**config.mk**
```make
export PLATFORM = sky130hd
export DESIGN_NAME = fifo_ctrl
export DESIGN_NICKNAME = d
export VERILOG_FILES = /design/src/rtl/fifo_ctrl.sv
export SDC_FILE = /design/constraint.sdc
export NUM_CORES = 1
export LEC_CHECK = 0
export BUFFER_PORTS_ARGS = -buffer_cell sky130_fd_sc_hd__buf_2
export CAP_MARGIN = 15
export CORE_MARGIN = 1
export CORE_UTILIZATION = 39
export CTS_BUF_LIST = sky130_fd_sc_hd__clkbuf_8
export DETAILED_ROUTE_END_ITERATION = 10
export PLACE_DENSITY = 0.78
export SLEW_MARGIN = 25
export SYNTH_ARGS = -nofsm -noshare
export SYNTH_HDL_FRONTEND = slang
export SYNTH_SLANG_ARGS = --single-unit
```
**constraint.sdc**
```tcl
create_clock -name clk -period 2.7 [get_ports clk]
set_input_delay 0.135 -clock clk [delete_from_list [all_inputs] [get_ports clk]]
set_output_delay 0.135 -clock clk [all_outputs]
set_load 0.05 [all_outputs]
```
**src/rtl/fifo_ctrl.sv**
```systemverilog
// fifo_ctrl: pointer/flag sequencer for a synchronous FIFO built on an
// external simple dual-port block RAM (one write port, one read port with
// a registered read address). Owns the pointers, occupancy, status flags
// and sticky error flags; the RAM sits alongside this block.
module fifo_ctrl #(
    parameter int DATA_WIDTH = 19,
    parameter int DEPTH      = 16,
    parameter int ADDR_WIDTH = 4,
    parameter int AF_LEVEL   = DEPTH - 2
) (
    input  logic                  clk,
    input  logic                  rst,
    input  logic                  push,
    input  logic [DATA_WIDTH-1:0] din,
    input  logic                  pop,
    output logic [DATA_WIDTH-1:0] dout,
    output logic                  dout_valid,
    output logic                  full,
    output logic                  empty,
    output logic                  almost_full,
    output logic [ADDR_WIDTH:0]   count,
    output logic                  overflow,
    output logic                  underflow,
    output logic                  ram_wren,
    output logic [ADDR_WIDTH-1:0] ram_wa,
    output logic [DATA_WIDTH-1:0] ram_di,
    output logic                  ram_rden,
    output logic [ADDR_WIDTH-1:0] ram_ra,
    input  logic [DATA_WIDTH-1:0] ram_do
);

    localparam logic [ADDR_WIDTH:0] PTR_ONE  = (ADDR_WIDTH+1)'(1);
    localparam logic [ADDR_WIDTH:0] AF_THRESH = (ADDR_WIDTH+1)'(AF_LEVEL);

    // Pointers carry one extra wrap bit so full and empty are distinguishable
    logic [ADDR_WIDTH:0] r_wr_ptr;
    logic [ADDR_WIDTH:0] r_rd_ptr;
    logic [ADDR_WIDTH:0] r_count;
    logic                r_dout_valid;
    logic                r_overflow;
    logic                r_underflow;

    logic w_full;
    logic w_empty;
    logic w_push_ok;
    logic w_pop_ok;

    // Status flags come straight from the registered pointers
    assign w_empty = (r_wr_ptr == r_rd_ptr);
    assign w_full  = (r_wr_ptr[ADDR_WIDTH] != r_rd_ptr[ADDR_WIDTH]) &&
                     (r_wr_ptr[ADDR_WIDTH-1:0] == r_rd_ptr[ADDR_WIDTH-1:0]);

    // Accept decisions use start-of-cycle state only: a pop never frees room
    // for a same-cycle push, and a push never feeds a same-cycle pop
    assign w_push_ok = push & ~w_full;
    assign w_pop_ok  = pop & ~w_empty;

    // RAM port drive; reset blocks both enables so nothing moves during rst
    assign ram_wren = w_push_ok & ~rst;
    assign ram_rden = w_pop_ok & ~rst;
    assign ram_wa   = r_wr_ptr[ADDR_WIDTH-1:0];
    assign ram_ra   = r_rd_ptr[ADDR_WIDTH-1:0];
    assign ram_di   = din;

    // The RAM presents the word at the captured read address one cycle later
    assign dout        = ram_do;
    assign dout_valid  = r_dout_valid;
    assign full        = w_full;
    assign empty       = w_empty;
    assign count       = r_count;
    assign almost_full = (r_count >= AF_THRESH);
    assign overflow    = r_overflow;
    assign underflow   = r_underflow;

    // Pointer advance on accepted push/pop
    always_ff @(posedge clk) begin
        if (rst) begin
            r_wr_ptr <= '0;
            r_rd_ptr <= '0;
        end else begin
            if (w_push_ok) begin
                r_wr_ptr <= r_wr_ptr + PTR_ONE;
            end
            if (w_pop_ok) begin
                r_rd_ptr <= r_rd_ptr + PTR_ONE;
            end
        end
    end

    // Occupancy: a simultaneous push and pop leaves it unchanged
    always_ff @(posedge clk) begin
        if (rst) begin
            r_count <= '0;
        end else begin
            case ({w_push_ok, w_pop_ok})
                2'b10:   r_count <= r_count + PTR_ONE;
                2'b01:   r_count <= r_count - PTR_ONE;
                default: r_count <= r_count;
            endcase
        end
    end

    // Read-data valid pulse, one cycle after each accepted pop
    always_ff @(posedge clk) begin
        if (rst) begin
            r_dout_valid <= 1'b0;
        end else begin
            r_dout_valid <= w_pop_ok;
        end
    end

    // Sticky error flags, cleared only by reset
    always_ff @(posedge clk) begin
        if (rst) begin
            r_overflow  <= 1'b0;
            r_underflow <= 1'b0;
        end else begin
            if (push && w_full) begin
                r_overflow <= 1'b1;
            end
            if (pop && w_empty) begin
                r_underflow <= 1'b1;
            end
        end
    end

endmodule
```
* Word-level counts from Yosys, hierarchy flattened
Cells that the tools add are included.
** Storage, ports and cells
- Bits in registers :: 18
- Input port bits :: 42
- Logic and storage cells :: 28
- Output and inout port bits :: 59
** Cells by class
- $lt $le $gt $ge :: 1
- Equal/unequal tests :: 5
- Mux-type cells :: 1
- Reduce and logical (&&, ||, !) cells :: 4
- $add $sub $neg :: 4
- Bitwise gates (word level) :: 7
** Operators by type and width (count)
- 5-bit by 1-bit adder with 5-bit output (second input constant) :: 3
- 5-bit one-hot mux with 2 select lines :: 1
- 5-bit == test :: 1
- 5-bit by 4-bit >= comparator with 1-bit output (second input constant) :: 1
- 5-bit by 1-bit subtractor with 5-bit output (second input constant) :: 1
- 1-bit bitwise AND :: 4
- 4-bit == test :: 1
- 1-bit logical AND :: 3
- 1-bit NOT :: 3
- 2-bit by 1-bit == test with 1-bit output (second input constant) :: 1
- 2-bit == test (second input constant) :: 1
- 2-bit nonzero test :: 1
- 1-bit != test :: 1

* Logic depth before layout (Yosys ltp)
- Word-level depth :: 6
- Depth in mapped cells :: 13
- Depth with buffers taken out :: 11

* Least setup slack after synthesis
Ideal clock, no wire load.
- Path type :: flip-flop to flip-flop
- Start :: register r_rd_ptr[0]
- End :: register r_count[2] (netlist: count[2])
- Slack :: 166 ps
- Path buffers :: 2
- Clock period less this slack :: 2534 ps
- Data required time :: 2629 ps
- Data arrival time :: 2463 ps
- Stages on the path, launching flop included :: 14
- Setup time :: 71 ps
- Cell sequence :: dfxtp_1 xnor2_1 and4_4 buf_6 a21boi_4 inv_1 ha_1 clkbuf_1 xor2_1 ha_1 a21oi_1 xor2_1 or3_1 a21oi_1
** Between the ends
- Cells in the longest elaborated chain, start to end :: 6
- Elaborated cells between the ends (all ways) :: 11
- Those cells by class :: 4 x eq/ne; 1 x mux; 4 x bitwise; 2 x reduce/logical
** Ends and longest elaborated chain
- start, declared :: RTL line 37 : logic [ADDR_WIDTH:0] r_rd_ptr;
- start signal, assigned :: RTL line 85 : r_rd_ptr <= r_rd_ptr + PTR_ONE;
- 4-bit == test :: RTL line 51 : (r_wr_ptr[ADDR_WIDTH-1:0] == r_rd_ptr[ADDR_WIDTH-1:0]);
- 1-bit logical AND :: RTL line 50 : assign w_full = (r_wr_ptr[ADDR_WIDTH] != r_rd_ptr[ADDR_WIDTH]) &&
- 1-bit NOT :: RTL line 55 : assign w_push_ok = push & ~w_full;
- 1-bit bitwise AND :: RTL line 55
- 2-bit by 1-bit == test with 1-bit output or 2-bit == test (tied branches) :: RTL line 95 : case ({w_push_ok, w_pop_ok})
- 5-bit one-hot mux with 2 select lines or 2-bit nonzero test (tied branches)
- end signal, assigned :: RTL line 96 : 2'b10: r_count <= r_count + PTR_ONE;
- end signal, assigned :: RTL line 97 : 2'b01: r_count <= r_count - PTR_ONE;
- end signal, assigned :: RTL line 98 : default: r_count <= r_count;
- end, declared :: RTL line 38 : logic [ADDR_WIDTH:0] r_count;
Parallel ways exist; a longest one is shown, timed or not.
A chain may end at the register's enable or synchronous reset.

* Worst setup path after layout
- Start :: register r_rd_ptr[2]
- End :: register r_count[2] (netlist: count[2])
Same word-level chain as after synthesis.

==> key figures <==
Status
  – Status: finished clean

Route
  – Post-Route WL: 2646 um
  – Final antenna-violating net count: 0
  – Pre-antenna DRT Iters: 4
  – DRC violations left: 0
  – Routed WL per cell: 12.91 um
  – Vias per cell: 5.088
  – Initial DRC Count: 92
  – Vias: 1,043

Clock network
  – CTS tree: done
  – CTS Sinks: 18
  – CTS hold repair buffers: 0
  – Post-CTS setup buffers: 0
  – Clk buf depth: 2
  – Cts bufs inserted: 3
  – Clock Latency Late Sink: 0.25 ns
  – CTS H-tree depth: 1
  – Clk root buf: clkbuf_8
  – Reg clk slew, reported paths: 0.07 ns

Placed design
  – Port-buffer cells: 24
  – Setup WS pre-CTS: 0.1874 ns
  – GP Congestion: 0.8479
  – Detailed placement HPWL: 1992 um

STA
  – Worst-Margin Slew: 0.5538 ns
  – Clk_skew: 0.003272 ns
  – Slew Limit Fails: 0
  – Minimum clock period: ~2.5 ns
  – Headroom to the max-slew limit: 0.6308
  – Maximum clock frequency: 401.7 MHz
  – Tcrit/Tclk final: 0.9220
  – Setup TNS: 0 ns
  – Final Hold Vio Count: 0
  – RSZ-0062 raised after global routing: no
  – Setup ws final: around 0.21 ns
  – Final setup violation count: 0

Yosys
  – Seq/Total Area, Yosys: 0.2328
  – Number of synthesized register bits: 18
  – Avg Inst Size Synth: 8.599 um2
  – Area leader, netlist: dfxtp_1
  – Mapped Nets: 228
  – Synth top area cells: dfxtp_1 23%, buf_4 22%, ha_1 4.9%
  – Post-synth top area share: 0.2328
  – Cells after Synth: 180
  – Yosys warns: 0
  – Yosys cell types: 39
  – Post-Syn Area: 1548 um2

Floorplanning
  – DIE AREA: 4224 um2
  – Die width: 65.00 um
  – Num ports: 101
  – Row count: 22
  – Chip height: 65.00 um
  – Core area: 3744 um2
  – Initial Util: 0.4134

Cells and area
  – Layout Nets: 207
  – Most common cell after layout, fill and taps aside: buf_2
  – N_diodes: 0
  – Fraction of layout cells with a size suffix above 1: 0.2548
  – Synth-to-Final Area Change: -9.539%
  – Most frequent cells in the layout: 24 x buf_2, 18 x dfxtp_1, 11 x nor2_1

Setup path
  – Endpoint class of the critical path: flip-flop
  – WP depth: 11
  – CP Max Fanout: 10
  – CP required: between 2 and 3 ns
  – CP top delay family: simple AND/OR/NAND/NOR gates
  – R2R cell count: 11
  – Slowest CP cell: dfxtp_1
  – Critical path cell sequence: xnor2_1, and4_4, a21boi_4, inv_1, ha_2, xor2_1, ha_1, a21oi_1, xor2_1, or3_1, a21oi_1
  – Critical path buffers and inverters: 1
  – CP arrival: between 2 and 3 ns
  – Crit path largest cell delay: 0.42 ns
  – CP Class: reg2reg
  – CP startpoint kind: flip-flop

Global routing
  – Global-route usage over all layers: 0.1281
  – Largest net degree at the start of global routing: 37
  – First-pass GRT wire length: 4264 um
  – Initial antenna violation count: 0
  – Total gr overflow: 0
  – Vias in the first global route: 950

Min path
  – Hold Crit Class: in2reg
  – Hold Path Depth: 3

Power and ir drop
  – Power Density: 756.6 nW/um2
  – Total power: 0.001059 W
  – LEAKAGE: between 0.6 and 0.7 nW
  – Worst vdd ir: ~0.00029 V

Flow run
  – Max capacitance violation total: 0
## flip-flops by register name, indices dropped and copies added (netlist names)
register / cells
count: 5
r_rd_ptr: 5
r_wr_ptr: 5
dout_valid: 1
overflow: 1
underflow: 1
## cell type report
type | count | area [um2]
flip-flops and latches | 18 | 360.3
clock buffers | 3 | 41.29
inverters | 6 | 22.52
repair buffers | 29 | 157.7
multi-input cells | 101 | 758.2
fillers | 396 | 2344
well taps | 48 | 60.06
## path summary, 6_finish.rpt
path,from,end,slack [ns]
worst max-delay path,r_rd_ptr[2],count[2],0.21
worst min-delay path,push,overflow,0.22
worst max register to register,r_rd_ptr[2],count[2],0.21
worst min register to register,underflow,underflow,0.50
## where the power goes
group          switching (W)  internal, W  leakage, nW  total (W)
Clock              0.0000895    0.0000992       0.0216   0.000189
Sequential         0.0000553     0.000303        0.147   0.000359
Combinational       0.000348     0.000164        0.481   0.000512
## stage by stage
| stage | cells | hold WS [ns] | util | cell area (um2) |
|---|---|---|---|---|
| detailed placement | 202 | 0.2703 | 0.3623 | 1356 |
| CTS | 205 | 0.2051 | 0.3733 | 1398 |
| global route | 205 | 0.2372 | 0.3740 | 1400 |
| finish | 205 | 0.2174 | 0.3740 | 1400 |
| global placement | 202 | 0.2703 | 0.3623 | 1356 |
| floorplan | 180 | 0.2922 | - | 1548 |
## routing by layer
metal | routed length, um | global-route usage
met5 | 0 | 0
met1 | 1216 | 0.1552
met3 | 177 | 0.04754
met4 | 14 | 0.03611
met2 | 1236 | 0.2096
## cell usage after synthesis (all sizes together)
cell,n
o221ai,1
a221o,1
a21oi,8
mux2,6
a22oi,1
nand4,5
a31oi,3
or3,3
o22ai,1
xnor2,5
xor2,4
or4b,1
a211o,4
a21boi,2
and4,1
o32ai,1
nand3b,1
mux2i,3
nor3,1
clkbuf,6
nand2,6
o311ai,2
a21o,1
and2b,1
and4bb,2
nor2b,8
nand3,1
nand2b,7
buf,49
dfxtp,18
ha,6
nor2,11
a31o,1
inv,6
o21ai,3
## tightest hold or removal path, delay by kind of cell
| family | cells | cell delay (ns) |
|---|---|---|
| compound gates | 1 | 0.09 |
| simple gates | 1 | 0.07 |
| buf+inv | 1 | 0.14 |
## logic make-up (layout without fill, tap and decap cells)
kind of cell,Yosys count,in the layout,share of synthesized area
buf+inv,61,38,0.2789
simple gates,48,48,0.1803
compound gates,29,29,0.1431
flops,18,18,0.2328
xor+xnor,9,9,0.05093
mux,9,9,0.06548
fa+ha+maj,6,6,0.04850
## timing repair
item | 4_1_cts | 5_1_grt
endpoints found under the setup margin | 0 | 2
resized for setup | 0 | 1
endpoints found under the hold margin | 0 | 0
(Power assumes the default switching activity.)
